**src/rtl/cf_pkg.sv**
```systemverilog
// Shared command codes, FSM encoding and sizing helpers for the CF sector arbiter.
package cf_pkg;

  localparam logic [1:0] CMD_NONE     = 2'b00;
  localparam logic [1:0] CMD_READ     = 2'b01;
  localparam logic [1:0] CMD_WRITE    = 2'b10;
  localparam logic [1:0] CMD_IDENTIFY = 2'b11;

  localparam int unsigned WORDS_PER_SECTOR_DEF = 256;
  localparam int unsigned BUSY_TIMEOUT_DEF     = 16;

  typedef enum logic [2:0] {
    S_IDLE,
    S_ISSUE,
    S_WAIT_BUSY,
    S_XFER,
    S_DONE
  } cf_state_e;

  // A sector count of 0 means 256 sectors, so the product needs 17 bits.
  function automatic logic [16:0] expected_words(input logic [7:0] sc, input int unsigned wps);
    logic [31:0] sectors;
    sectors = (sc == 8'd0) ? 32'd256 : {24'd0, sc};
    return 17'(sectors * wps);
  endfunction

endpackage

```
**src/rtl/cf_rr_arbiter.sv**
```systemverilog
// Two-way round-robin arbiter: combinational pick, registered last-grant pointer.
module cf_rr_arbiter (
  input  logic clk,
  input  logic rst_n,
  input  logic req_0,
  input  logic req_1,
  input  logic accept,
  output logic valid,
  output logic sel
);

  logic last_grant;

  always_comb begin
    valid = req_0 | req_1;
    if (req_0 && req_1) sel = ~last_grant;
    else                sel = req_1;
  end

  // Reset to port 1 so that port 0 wins the first tie.
  always_ff @(posedge clk or negedge rst_n) begin
    if (!rst_n)      last_grant <= 1'b1;
    else if (accept) last_grant <= sel;
  end

endmodule

```
**src/rtl/cf_sector_arbiter.sv**
```systemverilog
// Shares the CF_Interface sector engine between two requesters; one command per
// grant, word strobes steered to the granted port, word count checked at the end.
module cf_sector_arbiter
  import cf_pkg::*;
#(
  parameter int unsigned WORDS_PER_SECTOR = WORDS_PER_SECTOR_DEF,
  parameter int unsigned BUSY_TIMEOUT     = BUSY_TIMEOUT_DEF
) (
  input  logic        clk_27mhz,
  input  logic        reset_b,
  input  logic        req_0,
  input  logic        req_1,
  input  logic        op_0,
  input  logic        op_1,
  input  logic [27:0] lba_0,
  input  logic [27:0] lba_1,
  input  logic [7:0]  sc_0,
  input  logic [7:0]  sc_1,
  output logic        gnt_0,
  output logic        gnt_1,
  output logic        done_0,
  output logic        done_1,
  output logic        err_0,
  output logic        err_1,
  input  logic [15:0] wr_data_0,
  input  logic [15:0] wr_data_1,
  output logic        wr_req_0,
  output logic        wr_req_1,
  output logic [15:0] rd_data,
  output logic        rd_nd_0,
  output logic        rd_nd_1,
  output logic [1:0]  cf_cmd,
  output logic [27:0] cf_lba,
  output logic [7:0]  cf_sc,
  output logic [15:0] cf_din,
  input  logic        cf_we_req,
  input  logic [15:0] cf_dout,
  input  logic        cf_nd,
  input  logic        cf_ready,
  input  logic        cf_detect,
  output cf_state_e   state
);

  localparam int TW = $clog2(BUSY_TIMEOUT + 1);

  logic          arb_valid, arb_sel, accept, sel_op;
  logic          op_q, inc, to_done, fail;
  logic [TW-1:0] timer;
  logic [16:0]   cnt, cnt_next, exp_words;

  cf_rr_arbiter u_arb (
    .clk    (clk_27mhz),
    .rst_n  (reset_b),
    .req_0  (req_0),
    .req_1  (req_1),
    .accept (accept),
    .valid  (arb_valid),
    .sel    (arb_sel)
  );

  assign accept    = (state == S_IDLE) && arb_valid && cf_ready && cf_detect;
  assign sel_op    = arb_sel ? op_1 : op_0;
  assign inc       = (state == S_XFER) && (op_q ? cf_we_req : cf_nd);
  assign cnt_next  = cnt + {16'd0, inc};
  assign exp_words = expected_words(cf_sc, WORDS_PER_SECTOR);

  // Steering is gated by the grant, so nothing leaks out in IDLE or after reset.
  assign wr_req_0 = cf_we_req & gnt_0 & op_q;
  assign wr_req_1 = cf_we_req & gnt_1 & op_q;
  assign rd_nd_0  = cf_nd & gnt_0 & ~op_q;
  assign rd_nd_1  = cf_nd & gnt_1 & ~op_q;
  assign rd_data  = cf_dout;
  assign cf_din   = gnt_0 ? wr_data_0 : (gnt_1 ? wr_data_1 : 16'd0);

  // Card loss outranks every other exit from an active transaction.
  always_comb begin
    to_done = 1'b0;
    fail    = 1'b0;
    if ((state == S_ISSUE) || (state == S_WAIT_BUSY) || (state == S_XFER)) begin
      if (!cf_detect) begin
        to_done = 1'b1;
        fail    = 1'b1;
      end else if ((state == S_WAIT_BUSY) && cf_ready && (timer == TW'(BUSY_TIMEOUT))) begin
        to_done = 1'b1;
        fail    = 1'b1;
      end else if ((state == S_XFER) && cf_ready) begin
        to_done = 1'b1;
        fail    = (cnt_next != exp_words);
      end
    end
  end

  always_ff @(posedge clk_27mhz or negedge reset_b) begin
    if (!reset_b) begin
      state  <= S_IDLE;
      gnt_0  <= 1'b0;
      gnt_1  <= 1'b0;
      done_0 <= 1'b0;
      done_1 <= 1'b0;
      err_0  <= 1'b0;
      err_1  <= 1'b0;
      cf_cmd <= CMD_NONE;
      cf_lba <= '0;
      cf_sc  <= '0;
      op_q   <= 1'b0;
      cnt    <= '0;
      timer  <= '0;
    end else begin
      done_0 <= 1'b0;
      done_1 <= 1'b0;
      err_0  <= 1'b0;
      err_1  <= 1'b0;
      case (state)
        S_IDLE: begin
          if (accept) begin
            state  <= S_ISSUE;
            gnt_0  <= ~arb_sel;
            gnt_1  <= arb_sel;
            op_q   <= sel_op;
            cf_cmd <= sel_op ? CMD_WRITE : CMD_READ;
            cf_lba <= arb_sel ? lba_1 : lba_0;
            cf_sc  <= arb_sel ? sc_1 : sc_0;
            cnt    <= '0;
            timer  <= '0;
          end
        end
        S_ISSUE: begin
          cf_cmd <= CMD_NONE;
          state  <= S_WAIT_BUSY;
        end
        S_WAIT_BUSY: begin
          if (!cf_ready) state <= S_XFER;
          else           timer <= timer + 1'b1;
        end
        S_XFER: cnt <= cnt_next;
        S_DONE: begin
          gnt_0 <= 1'b0;
          gnt_1 <= 1'b0;
          state <= S_IDLE;
        end
        default: state <= S_IDLE;
      endcase
      if (to_done) begin
        state  <= S_DONE;
        done_0 <= gnt_0;
        done_1 <= gnt_1;
        err_0  <= gnt_0 & fail;
        err_1  <= gnt_1 & fail;
      end
    end
  end

endmodule
```
**config.mk**
```make
export PLATFORM = sky130hd
export DESIGN_NAME = cf_sector_arbiter
export DESIGN_NICKNAME = d
export VERILOG_FILES = /design/src/rtl/cf_pkg.sv /design/src/rtl/cf_rr_arbiter.sv /design/src/rtl/cf_sector_arbiter.sv
export SDC_FILE = /design/constraint.sdc
export NUM_CORES = 1
export LEC_CHECK = 0
export BUFFER_PORTS_ARGS = -buffer_cell sky130_fd_sc_hd__buf_2
export CORE_ASPECT_RATIO = 0.7
export CORE_UTILIZATION = 42
export DETAILED_ROUTE_END_ITERATION = 10
export GPL_TIMING_DRIVEN = 0
export MAX_ROUTING_LAYER = met4
export PLACE_DENSITY = 0.77
export SETUP_SLACK_MARGIN = 0.15
export SKIP_LAST_GASP = 1
export SLEW_MARGIN = 25
export SYNTH_ARGS = -nofsm -noshare
export SYNTH_HDL_FRONTEND = slang
export SYNTH_HIERARCHICAL = 1
export SYNTH_SLANG_ARGS = --single-unit
```
**constraint.sdc**
```tcl
create_clock -name clk_27mhz -period 2.6 [get_ports clk_27mhz]
set_input_delay 0.39 -clock clk_27mhz [delete_from_list [all_inputs] [get_ports clk_27mhz]]
set_output_delay 0.39 -clock clk_27mhz [all_outputs]
set_load 0.005 [all_outputs]
```
==> results of run 1 <==
## layout by cell type, fill, tap and decap left out, drive strengths merged, types with 2 or more instances in the layout
cell and instances:
bufinv 2, o21ai 67, nor2 25, dfrtp 70, xnor2 9, nand4 8, mux2 2, a21oi 9
a2111oi 2, nor3 3, nor2b 2, nand3 9, mux2i 39, a211oi 2, nor4 4, and2 6
and3b 4, nor3b 3, and4 3, xor2 6, inv 9, nand2 57, clkbuf 32, a22o 16
buf 228, a31oi 3, or2 2, ha 4, o31ai 5, nand3b 3, a21boi 3, and3 4
## worst reg2reg max path: stages (launching register included)
cell      delay [ns]
dfrtp_2         0.40
nand3b_1        0.20
clkbuf_8        0.18
nor2_4          0.11
ha_4            0.14
buf_4           0.12
nand4_1         0.21
nor4_4          0.44
xnor2_1         0.16
nand2_1         0.10
a211oi_4        0.27
a21boi_1        0.11
## metal layers
metal  track usage  vias to the layer above  share of wire
met5             -                        -              0
met4        0.0741                        0          0.015
met3        0.0645                       23          0.062
met2         0.391                      153           0.48
met1         0.328                     1933           0.44
li1              -                     1984              -
## final cells by class
class	count	area, µm²
Fill cell	776	3520
Sequential cell	71	1780
Multi-Input combinational cell	313	2160
Clock inverter	6	93.8
Timing Repair Buffer	208	1100
Tap cell	124	155
Buffer	44	272
Clock buffer	9	225
Inverter	7	26.3
## power by group through the flow
stage	clock, W	combinational, W	sequential (W)
6_report	0.00132	0.00182	0.00178
3_5_place_dp	0	0.00175	0.00179
2_1_floorplan	0	0.000952	0.00176
5_1_grt	0.00139	0.00202	0.00184
4_1_cts	0.00134	0.00181	0.00178
3_3_place_gp	0	0.00169	0.00178
## what timing repair did
item / 4_1_cts / 5_1_grt
resized for setup: 13 / 9
cloned: 0 / 0
pin swaps: 7 / 4
hold buffers: 1 / 0
endpoints found under the setup margin: 4 / 8
endpoints found under the hold margin: 25 / 0
setup buffers: 9 / 1
## kinds of logic (layout without fill, tap and decap cells)
family	Yosys count	in the layout	synth area share
adder cells (fa/ha/maj)	4	4	0.0120
multiplexers	41	41	0.100
XOR/XNOR	15	15	0.0316
flip-flops	71	71	0.428
AND/OR/NAND/NOR	138	138	0.179
buffers and inverters	51	274	0.0681
AO/OA/AOI/OAI	115	115	0.181
## cell usage after synthesis (all sizes together), types with 6 or more instances
cell / number
a21oi: 9
buf: 21
mux2i: 39
dfrtp: 70
nand3: 9
a22o: 16
o21ai: 67
xnor2: 9
clkbuf: 23
nand2: 57
nor2: 25
xor2: 6
nand4: 8
and2: 6
inv: 7
## sequential cells by signal, indices dropped and copies added (netlist names)
register          flops
u_arb/last_grant      1
cf_sc                 8
done_0                1
state                 3
cf_lba               28
op_q                  1
gnt_1                 1
gnt_0                 1
err_1                 1
err_0                 1
cnt                  17
cf_cmd                2
timer                 5
done_1                1
## metrics by stage
stage / setup TNS, ns / cell area, µm² / utilization / total power [W]
after detailed placement: -0.711 / 5320 / 0.571 / 0.00354
after floorplan: 0 / 4160 / - / 0.00271
after CTS: -0.0735 / 5770 / 0.619 / 0.00494
after global routing: -0.137 / 5810 / 0.623 / 0.00525
after global placement: -0.631 / 5290 / 0.568 / 0.00347
final: 0 / 5810 / 0.623 / 0.00493
## path summary, 6_finish.rpt
check | startpoint | to | slack, ns | cells past startpoint
worst max-delay path | state[2]$_DFFE_PN0P_ | err_0$_DFF_PN0_ | 0.02 | 11
worst min-delay path | lba_0[24] | cf_lba[24]$_DFFE_PN0P_ | 0.33 | 3
worst max register to register | state[2]$_DFFE_PN0P_ | err_0$_DFF_PN0_ | 0.02 | 11
worst min register to register | cf_lba[5]$_DFFE_PN0P_ | cf_lba[5]$_DFFE_PN0P_ | 0.48 | 2
max in group asynchronous | reset_b | u_arb/last_grant$_DFFE_PN1P_ | 1.49 | 3
min in group asynchronous | reset_b | cnt[8]$_DFFE_PN0P_ | 0.52 | 2
==> summary.md, run 1 <==
| Metric | Value |
|---|---|
| Outcome | complete, no violations |
| Leading area contributor after synthesis | dfrtp_1 |
| Placed insts | ~760 |
| Routed WL | roughly 12,000 µm |
| Fin crit share | 0.993 |
| Worst-case clock buffer depth | 2 |
| Delay of the slowest cell on the worst path | between 0.4 and 0.5 ns |
| Largest cells by area after synthesis | dfrtp_1 (42%), mux2i_1 (9.4%), o21ai_0 (8.1%), nand2_1 (5.2%), a22o_1 (3.4%) |
| IO Port Bufs | approximately 200 |
| # IOs | 213 |
| Pwr/cell area | 848 nW/µm² |
| Clock Latency Late Sink | ~0.34 ns |
| WHS | 0.332 ns |
| Buf/Inv on CP | 2 |
| Die Ht | roughly 85 µm |
| Max cap viols | 0 |
| Slew Viols, Final | 0 |
| Std-Cell Rows | 29 |
| Logic gate share of total power | 0.370 |
| Setup Viol. Count Final | 0 |
| RSZ-0062 raised after global routing | yes |
| Root Driver | clkbuf_16 |
| Worst setup path class | flip-flop to flip-flop |
| Layout net count | around 800 |
| Worst-Margin Slew | approximately 0.72 ns |
| Minimum clock period | 2.58 ns |
| Sequential power share | 0.362 |
| Synth unique cells | 60 |
| Post-route ant nets | 0 |
| CP endpoint kind | flip-flop |
| CTS H-tree lvls | 3 |
| Final hold vios | 0 |
| Top delay family on crit path | simple AND/OR/NAND/NOR gates |
| Sw frac | 0.350 |
| Syn. warnings | 6 |
| Via Count | roughly 4,100 |
| CTS buffer count | 9 |
| Relative max-transition margin | 0.522 |
| CP Launch Type | flip-flop |
| Internal power | 0.00320 W |
| Clk_skew | approximately 0.005 ns |
| Post-Syn Nets | 569 |
| Die Wd | approximately 120 µm |
| Worst-path cell chain | nand3b_1 > clkbuf_8 > nor2_4 > ha_4 > buf_4 > nand4_1 > nor4_4 > xnor2_1 > nand2_1 > a211oi_4 > a21boi_1 |
| Number of global-route vias before repair | a little under 4,000 |
| CP max-delay cell | nor4_4 |
| N_diodes | 0 |
| Max Clock Freq | between 300 and 400 MHz |
| DP HPWL | a little over 9000 µm |
| Syn Std Cell Area | roughly 4200 µm² |
| CORE AREA | approximately 9300 µm² |
| CTS tree | done |
| Gp weighted congestion | 0.894 |
| Initial Utilization | 0.445 |
| Overall routing resource usage | 0.253 |
| Pin count of the biggest net entering global routing | 47 |
| Synthesized flop and latch total | 71 |
| Mapped Cells | around 440 |
| Clk slew on worst S/H paths | ~0.06 ns |
| Crit path max fanout | 3 |
| Seq/Total Area, Yosys | 0.428 |
| Post-Syn Area per Cell | about 9.5 µm² |
| Initial antenna violation count | 0 |
| Main flop type after synthesis | dfrtp_1 |
| Pre-CTS setup slack | -0.332 ns |
| Worst path required time | ~2.8 ns |
| First drt pass iteration count | 4 |
| Worst EP arrival | 2.78 ns |
| Global-route wire length before repair | around 20,000 µm |
| Die ar. | between 10,000 and 15,000 µm² |
| Yosys top cell area share | 0.422 |
| Class of the worst hold path | primary input to flip-flop |
| Worst setup margin | ~0.017 ns |
| Post-route insts no fill | between 700 and 800 |
| Area Overhead vs Synth | 39.8% |
| DR WL/cell | 15.5 µm |
| Count of flip-flops with a built-in enable after synthesis | 0 |
| Leakage power | 3.01 nW |
| Worst VDD drop | just under 600 µV |
| DRT iter0 DRCs | ~220 |
| Sw Pwr | between 0.0015 and 0.002 W |
| Drt via density | 5.23 |
| Share of cells above drive strength 1 | 0.432 |
| Overflow after GRT | 0 |
| Clock sinks | between 70 and 80 |
| Clock network fraction of design power | 0.268 |
| Detailed-route DRC error count | 0 |
| Ys async rst share | 1.00 |
No activity file was read; power rests on OpenSTA's default activity.
==> inputs of run 2 (changes only) <==
--- a/config.mk
+++ b/config.mk
@@ -17,5 +17,4 @@
 export SLEW_MARGIN = 25
 export SYNTH_ARGS = -nofsm -noshare
 export SYNTH_HDL_FRONTEND = slang
-export SYNTH_HIERARCHICAL = 1
 export SYNTH_SLANG_ARGS = --single-unit
==> run 2 against run 1 <==
  * The run now ends with negative setup slack left
  * Clock power is 7% lower
  * Global-route usage is 1.0 points higher
  * Non-clock buffer count is 9 higher
==> summary.md, run 2 <==
| Metric | Value |
|---|---|
| Sw frac | 0.360 (was 0.350) |
| N_diodes | 0 (unchanged) |
| CP max-delay cell | dfrtp_1 (was nor4_4) |
| Clock network fraction of design power | 0.249 (was 0.268) |
| Routed WL | 12,600 µm (was 12,100 µm) |
| Worst EP arrival | 2.86 ns (was 2.78 ns) |
| Most used cell, CP | buf_6 |
| DR WL/cell | 15.7 µm (was 15.5 µm) |
| Crit path max fanout | 4 (was 3) |
| Final hold vios | 0 (unchanged) |
| Setup TNS Final | -0.0917 ns (was 0 ns) |
| CTS buffer count | 9 (unchanged) |
| Initial antenna violation count | 0 (unchanged) |
| Die Wd | 121 µm (about the same) |
| Class of the worst hold path | primary input to flip-flop (unchanged) |
| Via Count | 4,268 (was 4,093) |
| Overall routing resource usage | 0.263 (was 0.253) |
| Global-route wire length before repair | 20,600 µm (was 19,600 µm) |
| Mapped Cells | 449 (was 435) |
| Pwr/cell area | 841 nW/µm² (was 848 nW/µm²) |
| Worst VDD drop | 654 µV (was 584 µV) |
| Layout net count | 808 (was 788) |
| Worst setup path class | flip-flop to flip-flop (unchanged) |
| Clock sinks | 71 (unchanged) |
| Count leader, synth | dfrtp_1 (unchanged) |
| DRT iter0 DRCs | 233 (was 224) |
| Worst-path cell chain | buf_6 > nand3b_1 > clkbuf_8 > nor2_4 > buf_6 > ha_4 > nand3_4 > buf_6 > o21a_1 > a211oi_2 > nand4_1 > nor4_4 > nor2b_1 (was nand3b_1 > clkbuf_8 > nor2_4 > ha_4 > buf_4 > nand4_1 > nor4_4 > xnor2_1 > nand2_1 > a211oi_4 > a21boi_1) |
| Leakage power | 3.10 nW (was 3.01 nW) |
| Post-Syn Area per Cell | 9.25 µm² (was 9.55 µm²) |
| Overflow after GRT | 0 (unchanged) |
| Number of global-route vias before repair | 4,247 (was 3,965) |
| Internal power | 0.00318 W (was 0.00320 W) |
| Largest cells by area after synthesis | dfrtp_1 (42%), mux2i_1 (9.6%), o21ai_0 (8.0%), nand2_1 (5.6%), a22o_1 (3.4%) (was dfrtp_1 (42%), mux2i_1 (9.4%), o21ai_0 (8.1%), nand2_1 (5.2%), a22o_1 (3.4%)) |
| Biggest register | cf_lba (unchanged) |
| Post-Syn Nets | 583 (was 569) |
| WHS | 0.331 ns (was 0.332 ns) |
| Count of flip-flops with a built-in enable after synthesis | 0 (unchanged) |
| Std-Cell Rows | 29 (unchanged) |
| Util after Layout | 0.633 (was 0.623) |
| # IOs | 213 (unchanged) |
| CP endpoint kind | flip-flop (unchanged) |
| Most common cell after layout, fill and taps aside | buf_2 (unchanged) |
| Share of cells above drive strength 1 | 0.411 (was 0.432) |
| Drt via density | 5.32 (was 5.23) |
| Top flop regs | cf_lba x28, cnt x17, cf_sc x8 (unchanged) |
| Seq/Total Area, Yosys | 0.428 (about the same) |
| Initial Utilization | 0.445 (about the same) |
| Fin crit share | 1.02 (was 0.993) |
| Ys async rst share | 1.00 (unchanged) |
| CTS H-tree lvls | 3 (unchanged) |
| Syn Std Cell Area | 4150 µm² (about the same) |
| RSZ-0062 raised after global routing | yes (unchanged) |
| DP HPWL | 9280 µm (was 9150 µm) |
| Adder-Cell Fraction of Synth Area | 0.0121 (was 0.0120) |
| Detailed-route DRC error count | 0 (unchanged) |
| Main flop type after synthesis | dfrtp_1 (unchanged) |
| Minimum clock period | 2.65 ns (was 2.58 ns) |
| Setup Viol. Count Final | 2 (was 0) |
| Yosys top cell area share | 0.422 (about the same) |
| Slew Viols, Final | 0 (unchanged) |
| Logic gate share of total power | 0.383 (was 0.370) |
| Root Driver | clkbuf_16 (unchanged) |
| Overall Power | 0.00497 W (was 0.00493 W) |
| Area Overhead vs Synth | 42.2% (was 39.8%) |
| R2r setup slk | -0.05 ns (was 0.02 ns) |
| Max FFs per register | 28 (unchanged) |
| Top delay family on crit path | simple AND/OR/NAND/NOR gates (unchanged) |
| Die ar. | 10,300 µm² (about the same) |
| Worst setup margin | -0.0467 ns (was 0.0172 ns) |
| CTS tree | done (unchanged) |
| Outcome | complete, but fails checks (was complete, no violations) |
| Worst-case clock buffer depth | 2 (unchanged) |
| Sw Pwr | 0.00179 W (was 0.00173 W) |
| Delay of the slowest cell on the worst path | 0.39 ns (was 0.44 ns) |
| Buf/Inv on CP | 4 (was 2) |
| Worst path required time | 2.81 ns (was 2.80 ns) |
| IO Port Bufs | 196 (unchanged) |
| Syn. warnings | 0 (was 6) |
| Synth Area in XOR/XNOR | 0.0316 (about the same) |
| Max Clock Freq | 378 MHz (was 387 MHz) |
| Synthesized flop and latch total | 71 (unchanged) |
| Commonest cells in the netlist | dfrtp_1 (70), o21ai_0 (66), nand2_1 (62) (was dfrtp_1 (70), o21ai_0 (67), nand2_1 (57)) |
| CORE AREA | 9330 µm² (unchanged) |
| Synth Area in Compound Gates | 0.172 (was 0.181) |
| Clk_skew | 0.00804 ns (was 0.00489 ns) |
| Relative max-transition margin | 0.537 (was 0.522) |
| Synth unique cells | 52 (was 60) |
| Sequential power share | 0.368 (was 0.362) |
| Highest-count cells in the layout ignoring fill and taps | buf_2 (199), dfrtp_1 (69), o21ai_0 (65), nand2_1 (62), mux2i_1 (39) (was buf_2 (199), o21ai_0 (66), dfrtp_1 (66), nand2_1 (57), mux2i_1 (38)) |
| CP Launch Type | flip-flop (unchanged) |
| Fill cells | 773 (was 776) |
| Clock Latency Late Sink | 0.34 ns (about the same) |
| Post-route ant nets | 0 (unchanged) |
| Gp weighted congestion | 0.900 (was 0.894) |
| Worst-Margin Slew | 0.694 ns (was 0.717 ns) |
| Failing checks | negative setup slack |
| Combinational family with the most area after synthesis | simple AND/OR/NAND/NOR gates (was compound AO/OA/AOI/OAI gates) |
| Leading area contributor after synthesis | dfrtp_1 (unchanged) |
| Max cap viols | 0 (unchanged) |
| Die Ht | 85.2 µm (about the same) |
| Clk slew on worst S/H paths | 0.06 ns (about the same) |
| First drt pass iteration count | 4 (unchanged) |
| Synth Area in Simple Gates | 0.193 (was 0.179) |
| Pin count of the biggest net entering global routing | 48 (was 47) |
| Mux contribution to synthesized area | 0.0964 (was 0.100) |
| Pre-CTS setup slack | -0.530 ns (was -0.332 ns) |
run 2: cell types whose count changed in the layout (fill, tap and decap cells not counted), sizes merged, moves of 4 or more:
| cell | before | now |
|---|---|---|
| inv | 9 | 4 |
| buf | 228 | 241 |
| nor3 | 3 | 7 |
| nand2 | 57 | 62 |
| and3 | 4 | 9 |
| o21ai | 67 | 71 |
| a211oi | 2 | 6 |
run 2: per-layer routing:
layer,track usage,vias to the layer above,share of wire
li1,-,2046,-
met1,0.327,2051,0.43
met2,0.430,153,0.50
met3,0.0605,18,0.060
met4,0.0741,0,0.014
met5,-,-,0
run 2: final timing paths:
path                                              start                            to  cells after the start
setup / recovery                   state[2]$_DFFE_PN0P_               err_0$_DFF_PN0_                     13
hold / removal                                lba_0[19]        cf_lba[19]$_DFFE_PN0P_                      3
setup reg to reg                   state[2]$_DFFE_PN0P_               err_0$_DFF_PN0_                     13
hold reg to reg            u_arb.last_grant$_DFFE_PN1P_  u_arb.last_grant$_DFFE_PN1P_                      2
max in group asynchronous                       reset_b  u_arb.last_grant$_DFFE_PN1P_                      3
min in group asynchronous                       reset_b            cnt[8]$_DFFE_PN0P_                      2
run 2: area by class of cell:
cell class	instances	area [µm²]	share of cell area
clock buffers	10	229	0.0388
repair buffers	214	1150	0.195
flip-flops and latches	71	1780	0.301
clock inverters	6	68.8	0.0117
well taps	124	155	0.0263
multi-input cells	328	2210	0.375
inverters	3	11.3	0.00191
plain buffers	47	294	0.0498
run 2: stage by stage:
stage                     std cells  instance area [µm²]
after floorplan                 449                 4200
after global placement          769                 5340
after detailed placement        770                 5370
after CTS                       798                 5830
after global routing            803                 5900
final                           803                 5900
run 2: power groups by stage:
stage          combinational [W]  sequential [W]  clock, W
2_1_floorplan           0.000975         0.00180         0
3_5_place_dp             0.00184         0.00182         0
6_report                 0.00190         0.00183   0.00123
3_3_place_gp             0.00177         0.00182         0
5_1_grt                  0.00212         0.00188   0.00129
4_1_cts                  0.00189         0.00182   0.00125
run 2: worst reg2reg max path, stage by stage (launching register included):
cell	delay [ns]
dfrtp_1	0.39
buf_6	0.12
nand3b_1	0.18
clkbuf_8	0.17
nor2_4	0.12
buf_6	0.12
ha_4	0.14
nand3_4	0.08
buf_6	0.15
o21a_1	0.17
a211oi_2	0.24
nand4_1	0.20
nor4_4	0.35
nor2b_1	0.08
run 2: cells by family (layout without fill, tap and decap cells):
logic type / after synthesis / count (layout)
DFF: 71 / 71
muxes: 40 / 40
buffers and inverters: 50 / 280
AOI/OAI and AO/OA: 119 / 119
xor gates and xnor gates: 15 / 15
and+or+nand+nor: 150 / 150
adders and majority gates: 4 / 4
run 2: repair_timing:
action	CTS	global route
gates resized for setup	12	13
pin swaps	7	8
endpoints found under the hold margin	24	0
hold buffers	1	0
buffers inserted	11	5
endpoints found under the setup margin	10	13
==> inputs of run 3 (changes only) <==
--- a/config.mk
+++ b/config.mk
@@ -6,6 +6,7 @@
 export NUM_CORES = 1
 export LEC_CHECK = 0
 export BUFFER_PORTS_ARGS = -buffer_cell sky130_fd_sc_hd__buf_2
+export CAP_MARGIN = 0
 export CORE_ASPECT_RATIO = 0.7
 export CORE_UTILIZATION = 42
 export DETAILED_ROUTE_END_ITERATION = 10
==> constraint.sdc (replaced) <==
create_clock -name clk_27mhz -period 2.4 [get_ports clk_27mhz]
set_input_delay 0.36 -clock clk_27mhz [delete_from_list [all_inputs] [get_ports clk_27mhz]]
set_output_delay 0.36 -clock clk_27mhz [all_outputs]
set_load 0.005 [all_outputs]
==> run 3 against run 2 <==
  * The run still ends with negative setup slack left
  * First-iteration DRC count shrank 11%
  * Maximum frequency grew 0.12%
  * Total power grew 8.5%
  * Largest cell class unchanged
  * Wire length is essentially flat
  * Die area is the same
==> summary.md, run 3 (synthesized netlist as in run 2, its figures left out) <==
| Metric | Value |
|---|---|
| Max Clock Freq | 378 MHz (about the same) |
| IO Port Bufs | 196 (unchanged) |
| Crit path max fanout | 10 (was 4) |
| Worst-Margin Slew | 0.694 ns (about the same) |
| Worst R2R Start | state[1]$_DFFE_PN0P_ (was state[2]$_DFFE_PN0P_) |
| DRT iter0 DRCs | 208 (was 233) |
| Class of the worst hold path | primary input to flip-flop (unchanged) |
| Final instance area | 5920 µm² (was 5900 µm²) |
| Area Overhead vs Synth | 42.6% (was 42.2%) |
| Std-Cell Rows | 29 (unchanged) |
| Worst R2R End | err_0$_DFF_PN0_ (unchanged) |
| Die Ht | 85.2 µm (unchanged) |
| CTS H-tree lvls | 3 (unchanged) |
| CP endpoint kind | flip-flop (unchanged) |
| Clock Latency Late Sink | 0.34 ns (about the same) |
| Most common cell after layout, fill and taps aside | buf_2 (unchanged) |
| Drt via density | 5.33 (was 5.32) |
| Highest-count cells in the layout ignoring fill and taps | buf_2 (199), dfrtp_1 (69), o21ai_0 (65), nand2_1 (62), mux2i_1 (39) (unchanged) |
| Number of global-route vias before repair | 4,256 (was 4,247) |
| Register-to-Register Path Depth | 13 (unchanged) |
| Clock sinks | 71 (unchanged) |
| WHS | 0.301 ns (was 0.331 ns) |
| R2r setup slk | -0.24 ns (was -0.05 ns) |
| Clk_skew | 0.00863 ns (was 0.00804 ns) |
| Minimum clock period | 2.64 ns (was 2.65 ns) |
| Detailed-route DRC error count | 0 (unchanged) |
| CTS buffer count | 9 (unchanged) |
| Setup Viol. Count Final | 2 (unchanged) |
| Worst setup margin | -0.244 ns (was -0.0467 ns) |
| Placed inst area | 5370 µm² (unchanged) |
| First drt pass iteration count | 4 (unchanged) |
| Post-route ant nets | 0 (unchanged) |
| Fill cells | 778 (was 773) |
| Routed WL | 12,600 µm (about the same) |
| Overall routing resource usage | 0.264 (was 0.263) |
| Biggest register | cf_lba (unchanged) |
| DP HPWL | 9280 µm (unchanged) |
| DR WL/cell | 15.7 µm (about the same) |
| Slew Viols, Final | 0 (unchanged) |
| Pin count of the biggest net entering global routing | 48 (unchanged) |
| Overflow after GRT | 0 (unchanged) |
| Gp weighted congestion | 0.900 (unchanged) |
| Global-route wire length before repair | 20,600 µm (about the same) |
| CP Launch Type | flip-flop (unchanged) |
| Via Count | 4,276 (was 4,268) |
| Worst path required time | 2.61 ns (was 2.81 ns) |
| N_diodes | 0 (unchanged) |
| Worst setup path class | flip-flop to flip-flop (unchanged) |
| RSZ-0062 raised after global routing | yes (unchanged) |
| Worst-case clock buffer depth | 2 (unchanged) |
| Fin crit share | 1.10 (was 1.02) |
| Root Driver | clkbuf_16 (unchanged) |
| Final hold vios | 0 (unchanged) |
| Initial Utilization | 0.445 (unchanged) |
| Share of cells above drive strength 1 | 0.415 (was 0.411) |
| Layout net count | 808 (unchanged) |
| Clk slew on worst S/H paths | 0.06 ns (about the same) |
| Critical path endpoint | err_0$_DFF_PN0_ (unchanged) |
| Die Wd | 121 µm (unchanged) |
| Worst VDD drop | 710 µV (was 654 µV) |
| Failing checks | negative setup slack (unchanged) |
| Relative max-transition margin | 0.537 (about the same) |
| Initial antenna violation count | 0 (unchanged) |
| CORE AREA | 9330 µm² (unchanged) |
| Crit. Startpoint | state[1]$_DFFE_PN0P_ (was state[2]$_DFFE_PN0P_) |
| Top flop regs | cf_lba x28, cnt x17, cf_sc x8 (unchanged) |
| Max FFs per register | 28 (unchanged) |
| Max cap viols | 0 (unchanged) |
| # IOs | 213 (unchanged) |
| Die ar. | 10,300 µm² (unchanged) |
| CTS tree | done (unchanged) |
| Outcome | complete, but fails checks (unchanged) |
| Pwr/cell area | 909 nW/µm² (was 841 nW/µm²) |
| Leakage power | 3.12 nW (was 3.10 nW) |
| Worst EP arrival | 2.85 ns (was 2.86 ns) |
## run 3: cell counts in the layout (fill, tap and decap cells not counted)
Identical to the previous run, type by type.
## run 3: how the worst min path moves through the flow
stage	depth (start not counted)	end	slack, ns	from
CTS	3	cf_lba[19]$_DFFE_PN0P_	0.29	lba_0[19]
detailed placement	1	cnt[10]$_DFFE_PN0P_	0.29	reset_b
global route	3	cf_lba[19]$_DFFE_PN0P_	0.30	lba_0[19]
floorplan	0	cf_cmd[0]$_DFFE_PN0P_	0.06	reset_b
global placement	2	u_arb.last_grant$_DFFE_PN1P_	0.45	u_arb.last_grant$_DFFE_PN1P_
finish	3	cf_lba[19]$_DFFE_PN0P_	0.30	lba_0[19]
## run 3: stage by stage
step | cells | setup slack (ns) | total power [W] | util | TNS (ns)
5_1_grt | 803 | -0.380 | 0.00575 | 0.635 | -0.760
2_1_floorplan | 449 | -0.169 | 0.00301 | - | -0.338
4_1_cts | 798 | -0.143 | 0.00538 | 0.626 | -0.285
6_report | 803 | -0.244 | 0.00539 | 0.635 | -0.486
3_5_place_dp | 770 | -0.730 | 0.00397 | 0.576 | -2.53
3_3_place_gp | 769 | -0.683 | 0.00389 | 0.572 | -2.00
## run 3: area by class of cell
type	instances	area, µm²	share of cell area
clock inverters	6	68.8	0.0116
well taps	124	155	0.0262
repair buffers	214	1150	0.195
clock buffers	10	229	0.0387
flip-flops and latches	71	1780	0.300
inverters	3	11.3	0.00190
plain buffers	47	294	0.0497
multi-input cells	328	2230	0.377
## run 3: power by group
group	internal (W)	leakage, nW	switching, W	total, W
Combinational	0.00101	2.06	0.00105	0.00207
Clock	0.000810	0.143	0.000528	0.00134
Sequential	0.00162	0.916	0.000363	0.00198
Total	0.00344	3.12	0.00194	0.00539
## run 3: metal layers
| metal | GRT usage | routed length [µm] | vias up |
|---|---|---|---|
| li1 | - | - | 2050 |
| met1 | 0.328 | 5450 | 2063 |
| met2 | 0.428 | 6280 | 147 |
| met3 | 0.0632 | 741 | 16 |
| met4 | 0.0774 | 144 | 0 |
| met5 | - | 0 | - |
## run 3: worst max-delay path: stages (launching register included)
cell      delay (ns)
dfrtp_1         0.39
buf_6           0.14
nand3b_1        0.12
clkbuf_8        0.16
nor2_4          0.04
buf_6           0.12
ha_4            0.16
buf_4           0.15
or2_1           0.22
a211oi_2        0.21
o221a_2         0.21
nand4_1         0.15
nor4_4          0.36
nor2b_1         0.08
## run 3: repair_timing
item | 4_1_cts | 5_1_grt
hold endpoints to repair | 24 | 0
setup endpoints to repair | 19 | 19
hold buffers | 1 | 0
buffers inserted | 11 | 5
pin swaps | 8 | 8
gates resized for setup | 15 | 13
